<file path="src/rtl/guess_input_conditioner.sv">
// Button front-end for the whack-a-mole game. It synchronises and debounces the inputs, encodes the guess and generates restart.
// Optional macro LONG_PRESS_RESTART_EN: restart requires btnCenter to be held instead of firing on a press edge.
`timescale 1ns/1ps
module guess_input_conditioner #(
  parameter int DEBOUNCE_CYCLES     = 1000000,
  parameter int RESTART_HOLD_CYCLES = 100000000
) (
  input  logic       clk,
  input  logic       rst_n,
  input  logic       btnUp,
  input  logic       btnDown,
  input  logic       btnLeft,
  input  logic       btnRight,
  input  logic       btnCenter,
  input  logic       sw,
  output logic [2:0] user_guess,
  output logic       eval_now,
  output logic       rst
);

  localparam int CW = (DEBOUNCE_CYCLES > 1) ? $clog2(DEBOUNCE_CYCLES) : 1;
  localparam logic [CW-1:0] DB_MAX = CW'(DEBOUNCE_CYCLES - 1);

  typedef enum logic [0:0] {
    ST_IDLE = 1'b0,
    ST_HELD = 1'b1
  } state_t;

  // Bit order matches the direction codes: 0 Up, 1 Right, 2 Down, 3 Left, then 4 Center, 5 sw.
  logic [5:0]    w_raw;
  logic [5:0]    r_sync1;
  logic [5:0]    r_sync2;
  logic [5:0]    r_db;
  logic [CW-1:0] r_cnt [6];
  logic [3:0]    r_dir_d;
  logic [3:0]    w_dir_rise;
  logic          w_restart;
  logic [1:0]    w_code;
  state_t        r_state;
  state_t        w_state_nxt;
  logic [2:0]    w_guess_nxt;
  logic          w_eval_nxt;
  logic          w_rst_nxt;
  logic [2:0]    r_guess;
  logic          r_eval;
  logic          r_rst;

  assign w_raw = {sw, btnCenter, btnLeft, btnDown, btnRight, btnUp};

  // Two-flop synchronisers for every raw input
  always_ff @(posedge clk or negedge rst_n) begin
    if (!rst_n) begin
      r_sync1 <= 6'b0;
      r_sync2 <= 6'b0;
    end else begin
      r_sync1 <= w_raw;
      r_sync2 <= r_sync1;
    end
  end

  // Per-input debounce: the level toggles only after DEBOUNCE_CYCLES differing samples in a row
  always_ff @(posedge clk or negedge rst_n) begin
    if (!rst_n) begin
      r_db <= 6'b0;
      for (int i = 0; i < 6; i++) r_cnt[i] <= {CW{1'b0}};
    end else begin
      for (int i = 0; i < 6; i++) begin
        if (r_sync2[i] == r_db[i]) begin
          r_cnt[i] <= {CW{1'b0}};
        end else if (r_cnt[i] == DB_MAX) begin
          r_db[i]  <= ~r_db[i];
          r_cnt[i] <= {CW{1'b0}};
        end else begin
          r_cnt[i] <= r_cnt[i] + CW'(1);
        end
      end
    end
  end

  // Previous debounced direction levels for edge detection
  always_ff @(posedge clk or negedge rst_n) begin
    if (!rst_n) begin
      r_dir_d <= 4'b0;
    end else begin
      r_dir_d <= r_db[3:0];
    end
  end

  assign w_dir_rise = r_db[3:0] & ~r_dir_d;

`ifdef LONG_PRESS_RESTART_EN
  localparam int HW = (RESTART_HOLD_CYCLES > 1) ? $clog2(RESTART_HOLD_CYCLES) : 1;
  localparam logic [HW-1:0] HOLD_MAX  = HW'(RESTART_HOLD_CYCLES - 1);
  localparam logic [HW-1:0] HOLD_FIRE = HW'(RESTART_HOLD_CYCLES - 2);
  logic [HW-1:0] r_hold;

  // Hold counter saturates so a single long hold yields exactly one restart
  always_ff @(posedge clk or negedge rst_n) begin
    if (!rst_n) begin
      r_hold <= {HW{1'b0}};
    end else if (!r_db[4]) begin
      r_hold <= {HW{1'b0}};
    end else if (r_hold != HOLD_MAX) begin
      r_hold <= r_hold + HW'(1);
    end else begin
      r_hold <= r_hold;
    end
  end

  assign w_restart = r_db[4] && (r_hold == HOLD_FIRE);
`else
  logic r_ctr_d;

  // Previous debounced btnCenter level for restart edge detection
  always_ff @(posedge clk or negedge rst_n) begin
    if (!rst_n) begin
      r_ctr_d <= 1'b0;
    end else begin
      r_ctr_d <= r_db[4];
    end
  end

  assign w_restart = r_db[4] & ~r_ctr_d;
`endif

  // Direction FSM state register
  always_ff @(posedge clk or negedge rst_n) begin
    if (!rst_n) begin
      r_state <= ST_IDLE;
    end else begin
      r_state <= w_state_nxt;
    end
  end

  // Direction FSM next state; restart always parks the FSM in HELD
  always_comb begin
    w_state_nxt = r_state;
    if (w_restart) begin
      w_state_nxt = ST_HELD;
    end else begin
      case (r_state)
        ST_IDLE: begin
          if (|w_dir_rise) w_state_nxt = ST_HELD;
          else             w_state_nxt = ST_IDLE;
        end
        ST_HELD: begin
          if (r_db[3:0] == 4'b0) w_state_nxt = ST_IDLE;
          else                   w_state_nxt = ST_HELD;
        end
        default: w_state_nxt = ST_IDLE;
      endcase
    end
  end

  // Fixed-priority encoder Up > Right > Down > Left
  always_comb begin
    w_code = 2'd3;
    if (w_dir_rise[0])      w_code = 2'd0;
    else if (w_dir_rise[1]) w_code = 2'd1;
    else if (w_dir_rise[2]) w_code = 2'd2;
    else                    w_code = 2'd3;
  end

  // Direction FSM outputs, registered below
  always_comb begin
    w_guess_nxt = r_guess;
    w_eval_nxt  = 1'b0;
    w_rst_nxt   = w_restart;
    if (w_restart) begin
      w_guess_nxt = 3'b0;
    end else begin
      case (r_state)
        ST_IDLE: begin
          if (|w_dir_rise) begin
            w_guess_nxt = {r_db[5], w_code};
            w_eval_nxt  = 1'b1;
          end else begin
            w_guess_nxt = r_guess;
          end
        end
        ST_HELD: w_guess_nxt = r_guess;
        default: w_guess_nxt = r_guess;
      endcase
    end
  end

  // Output registers; rst comes out of reset high to give a power-on restart pulse
  always_ff @(posedge clk or negedge rst_n) begin
    if (!rst_n) begin
      r_guess <= 3'b0;
      r_eval  <= 1'b0;
      r_rst   <= 1'b1;
    end else begin
      r_guess <= w_guess_nxt;
      r_eval  <= w_eval_nxt;
      r_rst   <= w_rst_nxt;
    end
  end

  assign user_guess = r_guess;
  assign eval_now   = r_eval;
  assign rst        = r_rst;

endmodule

</file>
<file path="config.mk">
export PLATFORM = sky130hd
export DESIGN_NAME = guess_input_conditioner
export DESIGN_NICKNAME = d
export VERILOG_FILES = /design/src/rtl/guess_input_conditioner.sv
export SDC_FILE = /design/constraint.sdc
export NUM_CORES = 1
export LEC_CHECK = 0
export ABC_CLOCK_PERIOD_IN_PS = 1800
export BUFFER_PORTS_ARGS = -buffer_cell sky130_fd_sc_hd__buf_2
export CAP_MARGIN = 20
export CORE_MARGIN = 8
export CORE_UTILIZATION = 56
export DETAILED_ROUTE_END_ITERATION = 12
export PLACE_DENSITY = 0.75
export SLEW_MARGIN = 10
export SYNTH_ARGS = -nofsm -noshare
export SYNTH_HDL_FRONTEND = slang
export SYNTH_SLANG_ARGS = --single-unit
</file>
<file path="constraint.sdc">
create_clock -name clk -period 1.8 [get_ports clk]
set_input_delay 0.36 -clock clk [delete_from_list [all_inputs] [get_ports clk]]
set_output_delay 0.36 -clock clk [all_outputs]
set_load 0.1 [all_outputs]
</file>
**Word level (Yosys, flattened, before mapping)**

Index checks and enable logic that the tools add are counted.

- Bits of input ports: 8
- Output and inout port bits: 5
- Word-level logic and storage cells: 90
- Flip-flop bits (word level): 149

- Muxes and demuxes: 24
- Bitwise gates (word level): 17
- Reductions and logical operators: 9
- $add $sub $neg: 6
- Equality and inequality tests: 14

Operator list:

| operator | count |
|---|---|
| $mux 20 | 12 |
| $add 20x1->20 const B | 6 |
| $eq 20x20->1 const B | 6 |
| $not 1->1 | 14 |
| $reduce_and 2->1 | 7 |
| $mux 3 | 3 |
| $eq 1x1->1 | 6 |
| $mux 1 | 6 |
| $and 4x4->4 | 1 |
| $logic_not 4->1 | 1 |
| $mux 2 | 2 |
| $not 4->4 | 1 |
| $reduce_or 4->1 | 1 |
| $ne 3x3->1 const B | 1 |
| $ne 2x1->1 const B | 1 |
| $pmux 1 s2 | 1 |
| $and 1x1->1 | 1 |

**Longest topological paths before layout**

- Depth in word-level cells: 8
- Gate-level depth with buffers: 7
- Gate-level depth less buffers: 5

**Least setup slack after synthesis**

No wires, ideal clock.

- Path kind: flip-flop to flip-flop
- From: register r_cnt[55] (netlist bit)
- To: register r_cnt[51] (netlist bit)
- Library setup time: 0.119 ns
- Stages on the path, launching flop included: 6
- Clock period less this slack: 2.001 ns
- Data required time: 1.681 ns
- Arrival: 1.883 ns
- Slack: -0.201 ns
- Buffers on the path: 1
- Path through: dfrtp_1 > or4b_1 > or4_4 > o21ai_4 > buf_6 > nor2_1

- Cells in the longest elaborated chain, start to end: 3

RTL lines:

| item | RTL line | source |
|---|---|---|
| start, declared | 34 | `logic [CW-1:0] r_cnt [6];` |
| start signal, assigned by index | 69 | `r_cnt[i] <= {CW{1'b0}};` |
| start signal, assigned by index | 72 | `r_cnt[i] <= {CW{1'b0}};` |
| start signal, assigned by index | 74 | `r_cnt[i] <= r_cnt[i] + CW'(1);` |
| $eq 20x20->1 | 70 | `end else if (r_cnt[i] == DB_MAX) begin` |
| $mux 20 | 70 |  |
| $mux 20 | 68 | `if (r_sync2[i] == r_db[i]) begin` |

Every way passes these cells.
A chain may end at the register's enable or synchronous reset.

**Final worst setup path**

- From: register r_cnt[53] (netlist bit)
- To: register r_db[3]

- Cells in the longest elaborated chain, start to end: 2

RTL lines:

| item | RTL line | source |
|---|---|---|
| $eq 20x20->1 | 70 |  |
| $reduce_and 2->1 (no line) | n/a |  |
| end signal, assigned by index | 71 | `r_db[i] <= ~r_db[i];` |
| end, declared | 33 | `logic [5:0] r_db;` |

Every way passes these cells.

==> impl_metrics.ini <==
[critical_path]
cpMostUsedCell = or4_4
arrival_ps = 2330
crit_chain = or4_4 -> or4_4 -> nor2_4 -> mux2_4
worstSetupPathType = register to register
worstReg2RegEnd = r_db[3]
critPathRequiredTime_ps = 2090
path_max_fanout = 2
rr_startpoint = r_cnt[53]
regToRegSetupSlack_ps = -240
cp_slowest_cell = or4_4
max_stage_delay_ps = 570
crit_path_start_kind = register
worst_r2r_path_depth = 4
worstSetupEndpointType = register

[logic_synthesis]
synth_cell_types = 43
synth-seq-cells = 149
synthCells = 698
syn_nets = 712
avgSynthCellArea_um2 = 10.0
synthArstFlopShare_pct = 100
seq_area_frac_synth_pct = 53.2
synth_enable_flop_cells = 0
syn_area_um2 = 7010
ys.flop_type = dfrtp_1
yosysWarnings = 0

[sta]
tightest_slew_ps = 491
whs_ps = 46.2
setup_viol = 83
period_needed_ps = 2040
rsz0062_at_grt = yes
max_slew_margin_pct = 67.5
fmax_mhz = 491
finalMaxSlewViolations = 0
hold_viol_final = 0
min_period_over_period_pct = 113
fin_ws_ps = -237
setup-tns-final_ps = -12790
finalClockSkew_ps = 5.65

[clock_tree]
clockBufferDepth = 2
cts_tree = built
worstSkewPairLatency_ps = 410
clock_sinks = 149
cts.htree.levels = 4
cts-root-buf = clkbuf_16
cts.clk_slew.worst_paths_ps = 60
cts_buffers = 17

[job]
max-cap-violations = 0

[global_routing]
grt_max_degree = 41
antenna_found_initial = 0
grt_pass1_wl_um = 26500
overflow = 0
grtUsageTotal_pct = 19.9
first_global_vias = 5903

[hold_path]
worstHoldStart = sw
min_to = r_sync1[5]
hp-class = input pin to register
hold_depth = 1

[final_layout]
final_common_cell = dfrtp_1
regArea_um2 = 3730
layout_common_cells = 147 x dfrtp_1, 109 x buf_4, 72 x nor2_1, 43 x nand3_1, 40 x xor2_1
multiInputGateArea_um2 = 3480
drive_above_1_share_pct = 30.8
finish.utilization_pct = 74.6
areaGrowthSynthToFinish_pct = 32.2
fillCellCount = 842
fin_area_um2 = 9260
fin_nets = 843
antenna_cells = 0

[floorplan]
fp-row-count = 41
die_y_um = 128
die_area_um2 = 16400
core-area_um2 = 12400
initial_utilization_pct = 56.5
io_pins = 13
fp.dieW_um = 128

[power_and_ir_drop]
power_density_nw_per_um2 = 814
ir_worst_vdd_mv = 0.740
p_leak_uw = 0.00389

[placed_design]
place_area_um2 = 8180
dp_hpwl_um = 10200
place_ws_ps = -239
routabilityCongestion = 0.835
port_buffers = 12

[outcome]
status = finished, violations left
violations = negative setup slack

[detailed_routing]
drc = 0
post_drt_wl_per_cell_um = 14.9
drtIter0Drc = 283
via_per_inst = 5.59
ant_nets = 0
finalWirelength_um = 15100
via_count = 5673
dr.pass1.iters = 4
[area by class of cell]
cell class,instances,area share (%)
Clock buffer,24,5.52
Clock inverter,8,1.54
Inverter,21,0.851
Multi-Input combinational cell,504,37.6
Sequential cell,149,40.3
Tap cell,172,2.32
Timing Repair Buffer,136,11.9
[flip-flops by register name, summed over array words and instances (netlist names)]
| name | cells |
|---|---|
| r_state | 1 |
| user_guess | 3 |
| r_ctr_d | 1 |
| eval_now | 1 |
| r_cnt | 120 |
| r_dir_d | 4 |
| rst | 1 |
| r_sync1 | 6 |
| r_sync2 | 6 |
| r_db | 6 |
[worst max-delay path by stage]
stage | cells past startpoint | end | slack (ps) | from
floorplan | 5 | r_cnt[51] | -190 | r_cnt[55]
global placement | 4 | r_db[3] | -170 | r_cnt[48]
detailed placement | 5 | r_cnt[69] | -240 | r_cnt[75]
CTS | 5 | r_cnt[68] | -210 | r_cnt[71]
global route | 4 | r_db[3] | -260 | r_cnt[53]
finish | 4 | r_db[3] | -240 | r_cnt[53]
[critical path: cells and delay by family, from the launching register on]
family / cells / cell delay, ps
and+or+nand+nor: 3 / 1230
muxes: 1 / 310
DFF: 1 / 380
[cells in the mapped netlist, types with 12 or more instances]
cell type,instances,area [um^2]
o31ai_1,19,143
dfrtp_1,148,3700
nand3_1,45,225
xor2_1,40,350
nor2_1,88,330
nor4_1,14,87.6
buf_2,12,60.1
a21oi_1,42,210
nand4_1,21,131
or3_1,21,131
nand2_1,41,154
or4_1,30,225
inv_1,21,78.8
xnor2_1,33,289
o21ai_0,24,120
[kinds of logic (layout without fill, tap and decap cells)]
| logic type | count (synthesis) | after routing | share of synthesized area [%] |
|---|---|---|---|
| and+or+nand+nor | 325 | 325 | 25.0 |
| DFF | 149 | 149 | 53.2 |
| AOI/OAI and AO/OA | 93 | 93 | 7.75 |
| xor gates and xnor gates | 73 | 73 | 9.12 |
| buffers and inverters | 45 | 189 | 2.77 |
| muxes | 7 | 7 | 1.11 |
| adders and majority gates | 6 | 6 | 1.07 |
[power by group]
part	switching [uW]	leakage (uW)	internal [uW]	total, uW
Combinational	180	0.00154	121	301
Clock	1260	0.000322	2530	3800
Sequential	44.3	0.00203	3400	3440
[routing by layer]
metal | routed length, um | global-route usage (%)
met5 | 0 | 0
met4 | 299 | 8.74
met3 | 491 | 5.20
met2 | 7920 | 34.5
met1 | 6420 | 22.8
[stage by stage]
step | total power (uW) | cells
6_report | 7540 | 1014
5_1_grt | 7800 | 1014
4_1_cts | 7610 | 1012
3_5_place_dp | 3770 | 971
3_3_place_gp | 3750 | 971
2_1_floorplan | 3600 | 698
[timing repair]
| action | in CTS | in global routing |
|---|---|---|
| setup endpoints to repair | 99 | 114 |
| setup buffers | 6 | 4 |
| hold buffers | 1 | 0 |
| pin swaps | 11 | 20 |
| endpoints found under the hold margin | 37 | 0 |
| cloned | 2 | 0 |
| resized for setup | 31 | 57 |
(Power assumes the default switching activity.)
